$ cat src/rtl/learn_step_if.sv
// Bus between the learning-mode sequencer and its neighbours: control strobes,
// key levels, note ROM port, tone/hint outputs and score display.
interface learn_step_if #(
    parameter int ADDR_W = 6
);
    logic                start;
    logic                abort;
    logic [3:0]          song_sel;
    logic [6:0]          key_in;
    logic [3+ADDR_W:0]   rom_addr;
    logic [3:0]          rom_data;
    logic [6:0]          led_hint;
    logic                tone_en;
    logic [2:0]          tone_idx;
    logic                hit;
    logic                miss;
    logic [7:0]          hits;
    logic [7:0]          misses;
    logic                busy;
    logic                done;

    modport slave (
        input  start, abort, song_sel, key_in, rom_data,
        output rom_addr, led_hint, tone_en, tone_idx, hit, miss, hits, misses, busy, done
    );

    modport master (
        output start, abort, song_sel, key_in, rom_data,
        input  rom_addr, led_hint, tone_en, tone_idx, hit, miss, hits, misses, busy, done
    );
endinterface

$ cat src/rtl/learn_step_sequencer.sv
// Learning-mode note sequencer: walks a song in the note ROM, hints each key,
// scores the player's press and gates the tone generator on a hit.
module learn_step_sequencer #(
    parameter int ADDR_W      = 6,
    parameter int TIMEOUT_CYC = 200000000,
    parameter int TONE_CYC    = 50000000
) (
    input  logic        clk,
    input  logic        reset,
    learn_step_if.slave bus
);

    localparam int TMR_MAX = (TIMEOUT_CYC > TONE_CYC) ? TIMEOUT_CYC : TONE_CYC;
    localparam int TMR_W   = $clog2(TMR_MAX + 1);

    typedef enum logic [2:0] {
        S_IDLE,
        S_FETCH,
        S_LOAD,
        S_WAIT_KEY,
        S_TONE,
        S_RELEASE,
        S_ADVANCE,
        S_DONE
    } state_e;

    state_e             state_q,    state_d;
    logic [ADDR_W-1:0]  idx_q,      idx_d;
    logic [3:0]         song_q,     song_d;
    logic [2:0]         note_q,     note_d;
    logic [TMR_W-1:0]   tmr_q,      tmr_d;
    logic [6:0]         key_prev_q;
    logic [6:0]         led_hint_q, led_hint_d;
    logic               tone_en_q,  tone_en_d;
    logic [2:0]         tone_idx_q, tone_idx_d;
    logic               hit_q,      hit_d;
    logic               miss_q,     miss_d;
    logic [7:0]         hits_q,     hits_d;
    logic [7:0]         misses_q,   misses_d;
    logic               busy_q,     busy_d;
    logic               done_q,     done_d;

    logic               press;
    logic [6:0]         expect_key;

    function automatic logic [6:0] key_onehot(input logic [2:0] note);
        return 7'd1 << (note - 3'd1);
    endfunction

    function automatic logic [7:0] sat_inc(input logic [7:0] v);
        return (v == 8'hFF) ? v : v + 8'd1;
    endfunction

    // A press is the first cycle any key goes down after all keys were up.
    assign press      = (bus.key_in != 7'd0) && (key_prev_q == 7'd0);
    assign expect_key = key_onehot(note_q);

    always_comb begin
        // NOTE: every _d gets its hold value first so no path through the case infers a latch.
        state_d  = state_q;
        idx_d    = idx_q;
        song_d   = song_q;
        note_d   = note_q;
        tmr_d    = tmr_q;
        hits_d   = hits_q;
        misses_d = misses_q;
        hit_d    = 1'b0;
        miss_d   = 1'b0;

        if (bus.abort) begin
            state_d = S_IDLE;
        end else begin
            unique case (state_q)
                S_IDLE, S_DONE: begin
                    if (bus.start) begin
                        song_d   = bus.song_sel;
                        idx_d    = '0;
                        hits_d   = 8'd0;
                        misses_d = 8'd0;
                        state_d  = S_FETCH;
                    end
                end
                S_FETCH: state_d = S_LOAD;
                S_LOAD: begin
                    if (bus.rom_data == 4'd0 || bus.rom_data > 4'd7) begin
                        state_d = S_DONE;
                    end else begin
                        note_d  = bus.rom_data[2:0];
                        tmr_d   = '0;
                        state_d = S_WAIT_KEY;
                    end
                end
                S_WAIT_KEY: begin
                    if (press && bus.key_in == expect_key) begin
                        hit_d   = 1'b1;
                        hits_d  = sat_inc(hits_q);
                        tmr_d   = '0;
                        state_d = S_TONE;
                    end else if (press) begin
                        miss_d   = 1'b1;
                        misses_d = sat_inc(misses_q);
                        tmr_d    = tmr_q + 1'b1;
                    end else if (tmr_q >= TMR_W'(TIMEOUT_CYC - 1)) begin
                        // >= so a wrong press landing on the deadline still times out next cycle.
                        miss_d   = 1'b1;
                        misses_d = sat_inc(misses_q);
                        state_d  = S_ADVANCE;
                    end else begin
                        tmr_d = tmr_q + 1'b1;
                    end
                end
                S_TONE: begin
                    if (tmr_q == TMR_W'(TONE_CYC - 1)) state_d = S_RELEASE;
                    else                               tmr_d   = tmr_q + 1'b1;
                end
                S_RELEASE: begin
                    if (bus.key_in == 7'd0) state_d = S_ADVANCE;
                end
                S_ADVANCE: begin
                    if (idx_q == '1) begin
                        state_d = S_DONE;
                    end else begin
                        idx_d   = idx_q + 1'b1;
                        state_d = S_FETCH;
                    end
                end
                default: state_d = S_IDLE;
            endcase
        end

        // Outputs are decoded from the next state so they appear registered with it.
        led_hint_d = (state_d == S_WAIT_KEY || state_d == S_TONE) ? key_onehot(note_d) : 7'd0;
        tone_en_d  = (state_d == S_TONE);
        tone_idx_d = tone_en_d ? note_d : 3'd0;
        busy_d     = (state_d != S_IDLE) && (state_d != S_DONE);
        done_d     = (state_d == S_DONE);
    end

    always_ff @(posedge clk or posedge reset) begin
        if (reset) begin
            state_q    <= S_IDLE;
            idx_q      <= '0;
            song_q     <= 4'd0;
            note_q     <= 3'd0;
            tmr_q      <= '0;
            key_prev_q <= 7'd0;
            led_hint_q <= 7'd0;
            tone_en_q  <= 1'b0;
            tone_idx_q <= 3'd0;
            hit_q      <= 1'b0;
            miss_q     <= 1'b0;
            hits_q     <= 8'd0;
            misses_q   <= 8'd0;
            busy_q     <= 1'b0;
            done_q     <= 1'b0;
        end else begin
            // NOTE: non-blocking only, so every flop samples the pre-edge values.
            state_q    <= state_d;
            idx_q      <= idx_d;
            song_q     <= song_d;
            note_q     <= note_d;
            tmr_q      <= tmr_d;
            key_prev_q <= bus.key_in;
            led_hint_q <= led_hint_d;
            tone_en_q  <= tone_en_d;
            tone_idx_q <= tone_idx_d;
            hit_q      <= hit_d;
            miss_q     <= miss_d;
            hits_q     <= hits_d;
            misses_q   <= misses_d;
            busy_q     <= busy_d;
            done_q     <= done_d;
        end
    end

    assign bus.rom_addr = {song_q, idx_q};
    assign bus.led_hint = led_hint_q;
    assign bus.tone_en  = tone_en_q;
    assign bus.tone_idx = tone_idx_q;
    assign bus.hit      = hit_q;
    assign bus.miss     = miss_q;
    assign bus.hits     = hits_q;
    assign bus.misses   = misses_q;
    assign bus.busy     = busy_q;
    assign bus.done     = done_q;

endmodule

$ cat src/flat_wrapper.sv
// flat-port wrapper written by rule: the top's interface ports become plain ports
module learn_step_sequencer_flat 
#(
    parameter int ADDR_W      = 6,
    parameter int TIMEOUT_CYC = 200000000,
    parameter int TONE_CYC    = 50000000
)
  (clk, reset, bus_start, bus_abort, bus_song_sel, bus_key_in, bus_rom_data, bus_rom_addr, bus_led_hint, bus_tone_en, bus_tone_idx, bus_hit, bus_miss, bus_hits, bus_misses, bus_busy, bus_done);
  learn_step_if #(.ADDR_W(ADDR_W)) bus_i ();
  input  logic clk;
  input  logic reset;
  input wire logic [$bits(bus_i.start)-1:0] bus_start;
  input wire logic [$bits(bus_i.abort)-1:0] bus_abort;
  input wire logic [$bits(bus_i.song_sel)-1:0] bus_song_sel;
  input wire logic [$bits(bus_i.key_in)-1:0] bus_key_in;
  input wire logic [$bits(bus_i.rom_data)-1:0] bus_rom_data;
  output wire logic [$bits(bus_i.rom_addr)-1:0] bus_rom_addr;
  output wire logic [$bits(bus_i.led_hint)-1:0] bus_led_hint;
  output wire logic [$bits(bus_i.tone_en)-1:0] bus_tone_en;
  output wire logic [$bits(bus_i.tone_idx)-1:0] bus_tone_idx;
  output wire logic [$bits(bus_i.hit)-1:0] bus_hit;
  output wire logic [$bits(bus_i.miss)-1:0] bus_miss;
  output wire logic [$bits(bus_i.hits)-1:0] bus_hits;
  output wire logic [$bits(bus_i.misses)-1:0] bus_misses;
  output wire logic [$bits(bus_i.busy)-1:0] bus_busy;
  output wire logic [$bits(bus_i.done)-1:0] bus_done;
  assign bus_i.start = bus_start;
  assign bus_i.abort = bus_abort;
  assign bus_i.song_sel = bus_song_sel;
  assign bus_i.key_in = bus_key_in;
  assign bus_i.rom_data = bus_rom_data;
  assign bus_rom_addr = bus_i.rom_addr;
  assign bus_led_hint = bus_i.led_hint;
  assign bus_tone_en = bus_i.tone_en;
  assign bus_tone_idx = bus_i.tone_idx;
  assign bus_hit = bus_i.hit;
  assign bus_miss = bus_i.miss;
  assign bus_hits = bus_i.hits;
  assign bus_misses = bus_i.misses;
  assign bus_busy = bus_i.busy;
  assign bus_done = bus_i.done;
  learn_step_sequencer #(.ADDR_W(ADDR_W), .TIMEOUT_CYC(TIMEOUT_CYC), .TONE_CYC(TONE_CYC)) u_core (.clk(clk), .reset(reset), .bus(bus_i));
endmodule
$ cat config.mk
export PLATFORM = sky130hd
export DESIGN_NAME = learn_step_sequencer_flat
export DESIGN_NICKNAME = d
export VERILOG_FILES = /design/src/rtl/learn_step_if.sv /design/src/rtl/learn_step_sequencer.sv /design/src/flat_wrapper.sv
export SDC_FILE = /design/constraint.sdc
export NUM_CORES = 1
export LEC_CHECK = 0
export BUFFER_PORTS_ARGS = -buffer_cell sky130_fd_sc_hd__buf_4
export CAP_MARGIN = 25
export CORE_MARGIN = 1.5
export CORE_UTILIZATION = 35
export CTS_CLUSTER_DIAMETER = 80
export DETAILED_ROUTE_END_ITERATION = 10
export PLACE_DENSITY = 0.53
export RECOVER_POWER = 25
export SETUP_SLACK_MARGIN = 0.15
export SLEW_MARGIN = 0
export SYNTH_ARGS = -nofsm -noshare
export SYNTH_HDL_FRONTEND = slang
export SYNTH_SLANG_ARGS = --single-unit
export TNS_END_PERCENT = 100
$ cat constraint.sdc
create_clock -name clk -period 3.7 [get_ports clk]
set_clock_uncertainty 0.15 [all_clocks]
set_input_delay 0.37 -clock clk [delete_from_list [all_inputs] [get_ports clk]]
set_output_delay 0.37 -clock clk [all_outputs]
set_load 0.03 [all_outputs]
* Yosys cells after proc, flatten, opt, wreduce, memory -nomap -nowiden
Index checks and enable logic that the tools add are counted.
** Cells by class
- Muxes and demuxes :: 41
- Shifts and indexed selects :: 2
- Equality and inequality tests :: 25
- Reductions and logical operators :: 20
- $add $sub $neg :: 6
- $mul :: 0
- Bitwise logic cells :: 1
- Magnitude comparators :: 2
- Div/mod/pow operators :: 0
** Operators with widths (count)
- 28-bit two-way mux :: 5
- 28-bit one-hot mux with 3 select lines :: 1
- 8-bit two-way mux :: 7
- 3-bit two-way mux :: 13
- 8-bit one-hot mux with 2 select lines :: 2
- 28-bit by 1-bit adder with 28-bit output, second input constant :: 1
- 28-bit by 26-bit == test with 1-bit output, second input constant :: 1
- 28-bit greater-or-equal comparator, second input constant :: 1
- 3-bit one-hot mux with 7 select lines :: 1
- 3-bit == test, second input constant :: 6
- 8-bit by 1-bit adder with 8-bit output, second input constant :: 2
- 8-bit == test, second input constant :: 2
- 5-bit AND reduction :: 3
- 7-bit zero test :: 2
- 1-bit by 3-bit << shifter with 7-bit output, first input constant :: 2
- 6-bit two-way mux :: 2
- 2-bit inequality test, second input constant :: 6
- 6-bit one-hot mux with 2 select lines :: 1
- 3-bit by 2-bit == test with 1-bit output, second input constant :: 3
- 1-bit two-way mux :: 8
- 7-bit == test :: 1
- 7-bit two-way mux :: 1
- 7-bit nonzero test :: 1
- 6-bit by 1-bit adder with 6-bit output, second input constant :: 1
- other kinds (18) :: 24
** Word-level totals
- RAM bits :: 0
- Latch bits :: 0
- Output and inout bits :: 41
- Memories kept :: 0
- Bits in registers :: 82
- ROM bits :: 0
- Input bits :: 19
- Word-level logic and storage cells :: 112

* Longest topological paths before layout
- Depth after elaboration :: 10
- Depth in mapped cells :: 10
- Mapped depth without buffers :: 9

* Worst setup path before layout
No wires, ideal clock.
- Path kind :: reg2reg
- Start point :: register u_core.note_q[1]
- End point :: register u_core.tmr_q[21]
- Required time :: 3420 ps
- Buffers on the path :: 2
- Library setup time :: 130 ps
- Stages on the path, launching flop included :: 11
- Arrival :: 2310 ps
- Setup slack :: 1110 ps
- Clock period less this slack :: 2590 ps
- Path through :: dfrtp_1 clkbuf_1 nor2b_1 mux2_2 o2bb2ai_1 nand4_4 a21oi_4 clkbuf_1 a21oi_1 o21ai_0 o31ai_2
** Between the ends
- Cells in the longest elaborated chain, start to end :: 6
- Elaborated cells on any way between the ends :: 8
- Classes of those cells :: add/sub: 1; eq/ne: 2; shift: 1; mux: 2; reduce/logical: 2
** Ends and longest elaborated chain
- start: declaration :: line learn_step_sequencer.sv:30 : logic [2:0] note_q, note_d;
- start signal: assignment :: line learn_step_sequencer.sv:161 : note_q <= note_d;
- 3-bit by 1-bit subtractor with 3-bit output (*) :: line learn_step_sequencer.sv:47 : return 7'd1 << (note - 3'd1);
- 1-bit by 3-bit << shifter with 7-bit output (*) :: line learn_step_sequencer.sv:47
- 7-bit == test (*) :: line learn_step_sequencer.sv:94 : if (press && bus.key_in == expect_key) begin
- 1-bit logical AND (*) :: line learn_step_sequencer.sv:94
- 4-bit by 2-bit inequality test with 1-bit output (no source line) / 28-bit two-way mux (equally long branches)
- 5-bit AND reduction (no source line) / 28-bit one-hot mux with 3 select lines (equally long branches)
- end signal: assignment :: line learn_step_sequencer.sv:162 : tmr_q <= tmr_d;
- end: declaration :: line learn_step_sequencer.sv:31 : logic [TMR_W-1:0] tmr_q, tmr_d;
Every way passes the cells marked *; elsewhere a longest branch is shown, timed or not.
A chain may end at the register's enable or synchronous reset.

* Worst setup path in the final report
- Start point :: input port bus_key_in[0]
- End point :: register u_core.tmr_q[10]
** Between the ends
- Cells in the longest elaborated chain, start to end :: 5
- Elaborated cells on any way between the ends :: 9
- Classes of those cells :: eq/ne: 2; mux: 3; reduce/logical: 4
** Ends and longest elaborated chain
- start: declaration :: line flat_wrapper.sv:15 : input wire logic [$bits(bus_i.key_in)-1:0] bus_key_in;
- 7-bit nonzero test :: line learn_step_sequencer.sv:55 : assign press = (bus.key_in != 7'd0) && (key_prev_q == 7'd0);
- 1-bit logical AND :: line learn_step_sequencer.sv:55
- 1-bit logical AND / 28-bit two-way mux (equally long branches) :: line learn_step_sequencer.sv:94, learn_step_sequencer.sv:99
- 4-bit by 2-bit inequality test with 1-bit output (no source line) / 28-bit two-way mux (equally long branches)
- 5-bit AND reduction (no source line) / 28-bit one-hot mux with 3 select lines (equally long branches)
Several ways; a longest one is shown, not always the timed one.

==> key figures <==
Outcome
  – Status: finished, final reports clean

Critical path
  – Crit path DAT: 3.15 ns
  – Reg2reg path depth: 9
  – Element type at the critical path start: primary input
  – Peak fanout along the critical path: 11
  – CP Data Required Time: 3.79 ns
  – Kind of critical path: in2reg
  – Crit end category: flop

Clocking
  – Clock-pin transition on the worst setup and hold timing paths: 0.06 ns
  – TritonCTS clock tree: done
  – Num CTS Buffers: 9
  – Skew-Pair Late Insertion Delay: 0.35 ns
  – Hold buffers post-CTS: 2
  – CTS sink count: 82
  – CTS-repair resized insts: 0
  – CTS Buffer Depth: 2
  – H-tree depth: 3
  – Setup Buffers After CTS: 0
  – Clk Tree Root Cell: clkbuf_16

Pwr
  – P_sw: 1.05 mW
  – Sw frac: 0.368
  – Gate power share: 0.298
  – Sequential Power Share: 0.389
  – Clk network pwr share: 0.313
  – Power Density: 557 nW/um^2
  – Leakage: 2.16 nW
  – Total Power: 2.85 mW
  – Worst IR Drop VDD: 0.211 mV
  – Int Power: 1.80 mW

Finish
  – Share of post-route cells with drive strength above 1: 0.134
  – Final core occ: 0.427
  – Fillers: 1191
  – Layout area overhead: 19.0%
  – Most common cell after layout, fill and taps aside: dfrtp_1
  – Layout net count: 550
  – Commonest cells after routing, fill and taps aside: 82 x dfrtp_1, 56 x nor2_1, 43 x o21ai_0
  – Fin area: 5100 um^2
  – Antenna cell count: 0
  – Final cell count without fillers: 678

Drt
  – Routed wire length: 10100 um
  – DR WL/cell: 14.9 um
  – Initial DRC Count: 268
  – Via count: 3654
  – Drt drc: 0
  – DRT Pass-1 Iters: 5
  – Met1 Routed Length: 4750 um
  – ANT nets after route: 0
  – Max layer used: met4
  – Vias per cell: 5.39
  – Metal3 WL: 396 um
  – Met2 Wirelength: 4780 um

Logic synthesis
  – Library cells used by synthesis: 57
  – Syn_area_per_cell: 9.21 um^2
  – Ys Warns: 0
  – Sequential share of the synthesized area: 0.478
  – Async SR Flop Fraction: 1.00
  – Cell count after synthesis: 466
  – Leading post-synthesis cells by cell area: dfrtp_1 48%, o21ai_0 5.0%, nor2_1 4.9%
  – Yosys top cell by area: dfrtp_1
  – Share of the synthesized area in the top cell type: 0.478
  – Post-synthesis register bit count: 82
  – Synthesized Nets: 490
  – Prevailing post-synth register cell: dfrtp_1
  – Synthesized area: 4290 um^2
  – Post-synth EDFFs: 0

Hold path
  – Hold depth: 1
  – Worst Hold Class: in2reg

Global routing
  – Initial antenna violation count: 0
  – Grt ovf: 0
  – Total Routing Usage GR: 0.167
  – Largest net degree at the start of global routing: 36
  – First-pass GRT wire length: 17100 um
  – Vias in the first global route: 3418

Place
  – Post-Place Setup Slack: 0.803 ns
  – Hpwl dp: 7190 um
  – Port-buffer cells: 59
  – DP Area: 4900 um^2
  – Placed Cells: 660
  – Gpl congestion: 0.844

Floorplanning
  – Chip width: 114 um
  – Die Ht: 114 um
  – IO Count: 60
  – Rows: 40
  – CORE AREA: 12000 um^2
  – Initial core utilization: 0.359
  – Total die area: 12900 um^2

Timing
  – Period utilization: 0.828
  – Highest clock rate: 326 MHz
  – Min Hold Slack: 0.0610 ns
  – Worst-Margin Slew: 1.05 ns
  – Final setup fails: 0
  – Max-slew violations: 0
  – Crit path time final: 3.06 ns
  – Worst relative slew slack: 0.295
  – Setup_tns: 0 ns
  – RSZ-0062 raised after global routing: false
  – Hold Vio Cnt, Final: 0
  – Post-route setup slack: 0.635 ns

Job
  – Max-cap check violation count: 0
==> cells in the mapped netlist, types with 3 or more instances <==
library cell	number
o31ai_1	14
ha_1	5
o21a_1	3
o21bai_1	3
a31oi_1	7
clkbuf_1	16
xnor2_1	5
nand3_1	21
nor4_1	8
nand2b_1	5
mux2i_1	3
nor3b_1	3
and2_1	3
mux2_2	5
nand4_1	14
o41ai_1	8
nor2b_1	9
o21ai_1	6
nor2_1	56
xor2_1	9
inv_1	17
a21oi_1	11
nor3_1	11
o21ai_0	43
nand2_1	42
dfrtp_1	82
and3_1	14
buf_2	4
or3_1	3
==> layout make-up <==
type	count	area, um^2	share of cell area
multi-input combinational	347	2090	0.410
sequential	82	2050	0.402
timing repair buffer	69	414	0.0811
clock buffer	9	225	0.0441
tap	147	184	0.0360
clock inverter	7	70.1	0.0137
inverter	17	65.1	0.0127
==> path summary, 6_finish.rpt <==
check / startpoint / to / slack [ns]
max: bus_key_in[0] / u_core.tmr_q[10] / 0.64
min: bus_key_in[4] / u_core.key_prev_q[4] / 0.06
max reg2reg: u_core.tmr_q[0] / u_core.tmr_q[10] / 0.84
min reg2reg: u_core.song_q[0] / u_core.song_q[0] / 0.36
max in group asynchronous: reset / u_core.bus.hits[5] / 1.82
min in group asynchronous: reset / u_core.tmr_q[6] / 0.62
==> logic make-up after synthesis <==
| logic type | share of synthesized area |
|---|---|
| and+or+nand+nor | 0.258 |
| buffers and inverters | 0.0335 |
| AOI/OAI and AO/OA | 0.167 |
| adders and majority gates | 0.0146 |
| muxes | 0.0201 |
| xor gates and xnor gates | 0.0286 |
| DFF | 0.478 |
==> power groups by stage <==
stage,Combinational [mW],Sequential (mW),Clock (mW)
3_5_place_dp,0.892,1.13,0
4_1_cts,0.899,1.11,0.914
2_1_floorplan,0.625,1.14,0
6_report,0.848,1.11,0.890
5_1_grt,0.954,1.13,0.960
3_3_place_gp,0.888,1.12,0
==> state kept, by name, indices dropped and copies added, names as in the netlist <==
name,cells
u_core.bus.busy,1
u_core.bus.done,1
u_core.bus.hit,1
u_core.bus.hits,8
u_core.bus.led_hint,7
u_core.bus.miss,1
u_core.bus.misses,8
u_core.bus.tone_en,1
u_core.bus.tone_idx,3
u_core.idx_q,6
u_core.key_prev_q,7
u_core.note_q,3
u_core.song_q,4
u_core.state_q,3
u_core.tmr_q,28
==> routing by layer <==
layer,global-route usage,vias to the layer above
li1,-,1801
met1,0.225,1772
met2,0.262,70
met3,0.0367,11
met4,0.0650,0
met5,0,-
==> critical path: stages <==
cell	delay (ns)
dlygate4sd3_1	0.54
clkbuf_1	0.15
or4_4	0.56
nor4_4	0.25
nor4_2	0.12
nand4_4	0.17
a21oi_4	0.07
or2_1	0.34
buf_4	0.23
o41ai_1	0.34
Note: power is estimated with default switching activity, not from simulation.
